`config.mk`:
```
export PLATFORM = sky130hd
export DESIGN_NAME = aclk_controller
export DESIGN_NICKNAME = d
export VERILOG_FILES = /design/src/rtl/aclk_controller.sv
export SDC_FILE = /design/constraint.sdc
export NUM_CORES = 1
export LEC_CHECK = 0
export CAP_MARGIN = 5
export CELL_PAD_IN_SITES_DETAIL_PLACEMENT = 1
export CELL_PAD_IN_SITES_GLOBAL_PLACEMENT = 2
export CORE_MARGIN = 8
export CORE_UTILIZATION = 30
export CTS_CLUSTER_DIAMETER = 60
export CTS_CLUSTER_SIZE = 30
export DETAILED_ROUTE_END_ITERATION = 10
export GPL_ROUTABILITY_DRIVEN = 0
export PLACE_DENSITY = 0.86
export SYNTH_ARGS = -nofsm -noshare
export SYNTH_HDL_FRONTEND = slang
export SYNTH_SLANG_ARGS = --single-unit
```
`constraint.sdc`:
```
create_clock -name clk -period 2.1 [get_ports clk]
set_input_delay 0.315 -clock clk [delete_from_list [all_inputs] [get_ports clk]]
set_output_delay 0.315 -clock clk [all_outputs]
set_load 0.005 [all_outputs]
```
`src/rtl/aclk_controller.sv`:
```
// -----------------------------------------------------------------------------
// aclk_controller
//   Key-entry and display-select controller for an alarm clock. It collects
//   up to four keypad digits into a shift buffer (HH:MM). It then loads them
//   into the time counter (time_button) or the alarm register (alarm_button).
//   Key entry is abandoned after TIMEOUT_SEC one_second pulses without a key.
//
//   Optional feature: define ACLK_KEY_VALIDATE_EN to reject buffers that are
//   not a legal 24h time. A rejected buffer raises o_key_error for one cycle
//   and causes no load. With the macro undefined, o_key_error is tied to 0.
//
// Ports
//   clk              system clock, rising edge
//   reset            asynchronous, active-high reset
//   i_one_second     one-cycle pulse, once per second
//   i_key            keypad code: 0..9 digit, 4'hA..4'hF no key
//   i_alarm_button   level, synchronous to clk
//   i_time_button    level, synchronous to clk
//   o_new_ms_hr/o_new_ls_hr/o_new_ms_min/o_new_ls_min   key buffer
//   o_load_new_c     one-cycle load strobe to the time counter
//   o_load_new_a     one-cycle load strobe to the alarm register
//   o_show_new_time  display shows the key buffer
//   o_show_a         display shows the alarm time
//   o_shift          a key is being captured this cycle
//   o_key_error      one-cycle strobe, entered time rejected
//   o_state          current FSM state (debug)
// -----------------------------------------------------------------------------
module aclk_controller #(
  parameter int unsigned TIMEOUT_SEC = 10
) (
  input  logic       clk,
  input  logic       reset,
  input  logic       i_one_second,
  input  logic [3:0] i_key,
  input  logic       i_alarm_button,
  input  logic       i_time_button,
  output logic [3:0] o_new_ms_hr,
  output logic [3:0] o_new_ls_hr,
  output logic [3:0] o_new_ms_min,
  output logic [3:0] o_new_ls_min,
  output logic       o_load_new_c,
  output logic       o_load_new_a,
  output logic       o_show_new_time,
  output logic       o_show_a,
  output logic       o_shift,
  output logic       o_key_error,
  output logic [2:0] o_state
);

  typedef enum logic [2:0] {
    SHOW_TIME        = 3'd0,
    KEY_STORED       = 3'd1,
    KEY_WAITED       = 3'd2,
    KEY_ENTRY        = 3'd3,
    SHOW_ALARM       = 3'd4,
    SET_ALARM_TIME   = 3'd5,
    SET_CURRENT_TIME = 3'd6
  } state_t;

  state_t     r_state, w_next;
  logic [3:0] r_tcnt;
  logic [3:0] r_ms_hr, r_ls_hr, r_ms_min, r_ls_min;
  logic       w_digit, w_timeout, w_buf_first, w_buf_shift;

  assign w_digit   = (i_key <= 4'd9);
  assign w_timeout = i_one_second && (r_tcnt == 4'(TIMEOUT_SEC - 1));

`ifdef ACLK_KEY_VALIDATE_EN
  logic w_invalid, w_key_err, r_key_error;
  assign w_invalid = (r_ms_hr > 4'd2) ||
                     ((r_ms_hr == 4'd2) && (r_ls_hr > 4'd3)) ||
                     (r_ms_min > 4'd5);
`endif

  // Next-state logic. Buffer updates are flagged on the transition into
  // KEY_STORED so that the captured key is the one sampled at that edge.
  always_comb begin
    w_next      = r_state;
    w_buf_first = 1'b0;
    w_buf_shift = 1'b0;
`ifdef ACLK_KEY_VALIDATE_EN
    w_key_err   = 1'b0;
`endif
    case (r_state)
      SHOW_TIME: begin
        // time_button is ignored here so a held button cannot reload.
        if (i_alarm_button) w_next = SHOW_ALARM;
        else if (w_digit) begin
          w_next      = KEY_STORED;
          w_buf_first = 1'b1;
        end
      end
      KEY_STORED: w_next = KEY_WAITED;
      KEY_WAITED: begin
        if (!w_digit)       w_next = KEY_ENTRY;
        else if (w_timeout) w_next = SHOW_TIME;
      end
      KEY_ENTRY: begin
`ifdef ACLK_KEY_VALIDATE_EN
        if ((i_alarm_button || i_time_button) && w_invalid) begin
          w_next    = SHOW_TIME;
          w_key_err = 1'b1;
        end else
`endif
        if (i_alarm_button)     w_next = SET_ALARM_TIME;
        else if (i_time_button) w_next = SET_CURRENT_TIME;
        else if (w_timeout)     w_next = SHOW_TIME;
        else if (w_digit) begin
          w_next      = KEY_STORED;
          w_buf_shift = 1'b1;
        end
      end
      SHOW_ALARM:       if (!i_alarm_button) w_next = SHOW_TIME;
      SET_ALARM_TIME:   w_next = SHOW_TIME;
      SET_CURRENT_TIME: w_next = SHOW_TIME;
      default:          w_next = SHOW_TIME;
    endcase
  end

  always_ff @(posedge clk or posedge reset) begin
    if (reset) r_state <= SHOW_TIME;
    else       r_state <= w_next;
  end

  // Inactivity counter. It runs only while the FSM stays in the waiting
  // states and saturates instead of wrapping.
  always_ff @(posedge clk or posedge reset) begin
    if (reset) r_tcnt <= 4'd0;
    else if (!(w_next == KEY_WAITED || w_next == KEY_ENTRY)) r_tcnt <= 4'd0;
    else if (i_one_second && (r_state == KEY_WAITED || r_state == KEY_ENTRY)
             && (r_tcnt != 4'hF))
      r_tcnt <= r_tcnt + 4'd1;
  end

  always_ff @(posedge clk or posedge reset) begin
    if (reset) begin
      r_ms_hr  <= 4'd0;
      r_ls_hr  <= 4'd0;
      r_ms_min <= 4'd0;
      r_ls_min <= 4'd0;
    end else if (w_buf_first) begin
      r_ms_hr  <= 4'd0;
      r_ls_hr  <= 4'd0;
      r_ms_min <= 4'd0;
      r_ls_min <= i_key;
    end else if (w_buf_shift) begin
      r_ms_hr  <= r_ls_hr;
      r_ls_hr  <= r_ms_min;
      r_ms_min <= r_ls_min;
      r_ls_min <= i_key;
    end
  end

`ifdef ACLK_KEY_VALIDATE_EN
  // Registered so the error strobe lines up with the cycle a load would use.
  always_ff @(posedge clk or posedge reset) begin
    if (reset) r_key_error <= 1'b0;
    else       r_key_error <= w_key_err;
  end
  assign o_key_error = r_key_error;
`else
  assign o_key_error = 1'b0;
`endif

  assign o_new_ms_hr     = r_ms_hr;
  assign o_new_ls_hr     = r_ls_hr;
  assign o_new_ms_min    = r_ms_min;
  assign o_new_ls_min    = r_ls_min;
  assign o_shift         = (r_state == KEY_STORED);
  assign o_show_new_time = (r_state == KEY_STORED) || (r_state == KEY_WAITED) ||
                           (r_state == KEY_ENTRY);
  assign o_show_a        = (r_state == SHOW_ALARM);
  assign o_load_new_a    = (r_state == SET_ALARM_TIME);
  assign o_load_new_c    = (r_state == SET_CURRENT_TIME);
  assign o_state         = r_state;

endmodule

```
---- Word level (Yosys, flattened, before mapping) ----
Index checks and enable logic that the tools add are counted.
storage, ports and cells
  register bits ........................... 23
  bits of input ports ..................... 9
  output and inout bits ................... 25
  word-level logic and storage cells ...... 54
operators by class
  $add $sub $neg .......................... 1
  $lt $le $gt $ge ......................... 1
  eq/ne operators ......................... 11
  mux-type cells .......................... 26
  reductions and logical operators ........ 9
operator list
  operator                                       number
  2-to-1 mux 4 bit                               10
  2-to-1 mux 3 bit                               8
  one-hot mux 3 bit (5 select lines)             1
  == test 3 x 2 -> 1 bit, second input constant  4
  == test 3 bit, second input constant           3
  2-to-1 mux 1 bit                               7
  adder 4 x 1 -> 4 bit, second input constant    1
  == test 4 bit, second input constant           1
  <= comparator 4 bit, second input constant     1
  logical OR 1 bit                               4
  != test 4 bit, second input constant           1
  == test 3 x 1 -> 1 bit, second input constant  1
  logical AND 1 bit                              3
  logical NOT 3 bit                              1
  != test 2 x 1 -> 1 bit, second input constant  1
  nonzero test 2 bit                             1

---- Depth between registers and ports, before layout ----
Gate-level depths: netlist (run 1).
  depth after elaboration ................. 9
  depth in mapped cells ................... 7
  mapped depth without buffers ............ 6

---- Worst setup path before layout (run 1) ----
No wires, ideal clock.
  kind .................................... flip-flop to flip-flop
  start ................................... register r_tcnt[0]
  end ..................................... register r_ls_hr[3] (netlist: o_new_ls_hr[3])
  library setup time ...................... 121 ps
  arrival ................................. 1473 ps
  required time ........................... 1979 ps
  slack ................................... 506 ps
  cell stages (with the launch flop) ...... 7
  path buffers ............................ 1
  clock period less this slack ............ 1594 ps
  path through ............................ dfrtp_1 -> ha_1 -> and4b_4 -> o22ai_4 -> nand3b_4 -> buf_6 -> a22o_1
between the ends
  longest elaborated chain between the ends .. 7
RTL lines
  what                                 RTL line  RTL
  start, declared                      61        logic [3:0] r_tcnt;
  start signal, assigned               132       r_tcnt <= r_tcnt + 4'd1;
  == test 4 bit                        66        assign w_timeout = i_one_second && (r_tcnt == 4'(TIMEOUT_SEC - 1));
  logical AND 1 bit                    66
  2-to-1 mux 1 bit                     107       else if (w_timeout) w_next = SHOW_TIME;
  2-to-1 mux 1 bit                     106       else if (i_time_button) w_next = SET_CURRENT_TIME;
  2-to-1 mux 1 bit                     105       if (i_alarm_button) w_next = SET_ALARM_TIME;
  2-to-1 mux 1 bit                     84        case (r_state)
  nonzero test 2 bit (no source line)  n/a
  end signal, assigned                 148       r_ls_hr <= r_ms_min;
  end, declared                        62        logic [3:0] r_ms_hr, r_ls_hr, r_ms_min, r_ls_min;
Every way passes these cells.
A chain may end at the register's enable or synchronous reset.

---- Worst setup path in the final report (run 1) ----
  start ................................... register r_state[2] (netlist: o_state[2])
  end ..................................... output port o_shift
between the ends
  longest elaborated chain between the ends .. 1
RTL lines
  what                    RTL line  RTL
  start, declared         60        state_t r_state, w_next;
  start signal, assigned  122       else r_state <= w_next;
  == test 3 x 1 -> 1 bit  169       assign o_shift = (r_state == KEY_STORED);
  end, declared           45        output logic o_shift,
Every way passes these cells.

==> metrics.txt, run 1 <==
setup TNS 0 ns; endpoint class of the critical path output port; final setup vio count 0; DR vias 953; Core Region 3970 um^2; Die Area 6370 um^2; largest net degree at the start of global routing 24; CTS tree yes; Post-Synthesis Cell Area 1220 um^2; fmax 527 MHz; CP Data Required Time 1.78 ns; sequential fraction of the synthesis area 0.471; kind of critical path register to output port; number of global-route vias before repair 1042; status completed; crit path capture o_shift; max-slew violations 0; drt initial violations 15; library cells used by synthesis 41; pre-CTS WS 0.118 ns; Overall Power 0.00174 W; RR Endpoint o_new_ls_min[0]; CTS buffer count 3; Routed WL 3040 um; die span in x 79.8 um; IO buf count 32; Max FO, Critical Path 10; fin nets 152; reg2reg start r_tcnt[0]; Worst Path Arrival 1.58 ns; # IOs 34; Final min period 1.90 ns; ANT cells 0; grt ovf 0; commonest non-fill, non-tap cell in the layout clkdlybuf4s50_1; clock slew at reported path FFs 0.08 ns; post-CTS resize count 0; TritonRoute pass-1 iters 4; final worst slack 0.202 ns; initial antenna violation count 0; Yosys warnings 0; RSZ-0062 raised after global routing no; Post-Synthesis Mean Instance Area 11.6 um^2; Post-Synthesis Cells 105; r2r worst-path depth 5; Worst Setup SP o_state[2]; Die Y-Extent 79.8 um; setup bufs post-CTS 0; critical-path cell list buf_4, nand2b_1, nor2_1, clkdlybuf4s50_1; final worst-path cycle share 0.904; Pleak 0.677 nW; CP max stage cell clkdlybuf4s50_1; Wirelength per Cell 16.0 um; Clock Skews 0.00337 ns; Clk Latency, worst-skew pair 0.26 ns; Num Clock Sinks 23; Post-route DRC 0; Layout area overhead 33.6%; H-tree lvl count 1; DRT antenna net count 0; Hold Buf Count CTS 0; most frequent cells in the layout clkdlybuf4s50_1 (32), dfrtp_1 (22), a22o_1 (12); Max rail drop VDD 0.438 mV; Via-to-Cell Ratio 5.02; Post-Syn Nets 116; FF-to-FF setup slack 0.37 ns; Hold Fails Final Rpt 0; Seq cells post-synth 23; clk root buf clkbuf_8; power per cell area 1070 nW/um^2; Rows 23; startpoint type of the worst setup path register; CTS Buffer Depth 2; first-pass GRT wire length 4930 um; max_cap viols 0; GRT Util Overall 0.0961; worst min path class primary input to asynchronous set/reset pin; Post-DP HPWL 2330 um; hold slack 0.414 ns; share of post-route cells with drive strength above 1 0.150; initial core utilization 0.307; Worst path max stage delay 0.52 ns
-- state kept, by name (all words and copies together), names as in the netlist --
register,count
o_new_ls_hr,4
o_new_ms_min,4
r_tcnt,4
o_new_ls_min,4
o_new_ms_hr,4
o_state,3
-- cells in the mapped netlist (all sizes together) --
library cell / instances / share of area
buf: 6 / 0.046
and3: 1 / 0.0051
o21ai: 2 / 0.011
a22o: 12 / 0.086
inv: 5 / 0.015
or3: 2 / 0.010
conb: 1 / 0.0031
nor3: 6 / 0.029
or2: 1 / 0.0051
o22ai: 1 / 0.016
o311ai: 2 / 0.020
nor3b: 2 / 0.016
a41oi: 1 / 0.0072
a21oi: 9 / 0.037
a22oi: 1 / 0.0061
o21bai: 1 / 0.0061
and4b: 1 / 0.011
nand2b: 4 / 0.023
mux2: 1 / 0.0092
nor2: 5 / 0.015
a2111oi: 1 / 0.023
dfrtp: 23 / 0.47
nand3b: 3 / 0.032
nand3: 1 / 0.0041
xor2: 1 / 0.0072
nand4: 1 / 0.0051
a31o: 1 / 0.0072
and3b: 1 / 0.0072
nand2: 4 / 0.012
and2: 1 / 0.0051
nor4b: 2 / 0.027
ha: 2 / 0.020
-- layer usage --
metal / vias to the layer above / wire, um / GRT usage
met5: - / 0 / 0
met4: 0 / 17 / 0.0273
met3: 2 / 253 / 0.0372
met2: 23 / 1590 / 0.174
met1: 471 / 1180 / 0.0997
li1: 457 / - / -
-- how the worst min path moves through the flow --
stage	start	end	slack (ns)
floorplan	reset	o_new_ls_hr[0]	0.32
global placement	o_new_ms_hr[1]	o_new_ms_hr[1]	0.49
detailed placement	o_new_ms_hr[3]	o_new_ms_hr[3]	0.49
CTS	reset	o_new_ls_min[0]	0.43
global route	reset	o_new_ms_hr[0]	0.43
finish	reset	o_new_ls_min[0]	0.41
-- per-stage QoR --
stage	instances	cell area, um^2	util
2_1_floorplan	105	1220	-
3_3_place_gp	186	1590	0.399
3_5_place_dp	186	1590	0.399
4_1_cts	190	1630	0.411
5_1_grt	190	1630	0.411
6_report	190	1630	0.411
-- where the power goes --
group	internal (W)	leakage [nW]	switching, W
clock network	0.000135	0.0228	0.000134
logic	0.000441	0.348	0.000384
registers	0.000537	0.306	0.000112
total	0.00111	0.677	0.000630
-- critical path: cells and delay by family, from the launching register on --
family	cells	cell delay, ns
flip-flops	1	0.38
buffers and inverters	2	0.69
AND/OR/NAND/NOR	2	0.26
-- area by class of cell --
type                            count  area, um^2
Clock buffer                        4        45.0
Multi-Input combinational cell     71         571
Inverter                            5        18.8
Tap cell                           50        62.6
Timing Repair Buffer               37         358
Fill cell                         459        2340
Sequential cell                    23         577
-- logic make-up after synthesis --
logic type / synth area share
AND/OR/NAND/NOR: 0.207
other: 0.00307
XOR/XNOR: 0.00717
adder cells (fa/ha/maj): 0.0205
AO/OA/AOI/OAI: 0.220
multiplexers: 0.00922
flip-flops: 0.471
buffers and inverters: 0.0615
Power figures use the tool's default switching activity.
==> run 2, diff against run 1 <==
- CAP_MARGIN: 5 -> not set
==> results of run 2 <==
The final DEF is identical to that of run 1; final timing and power are the same.
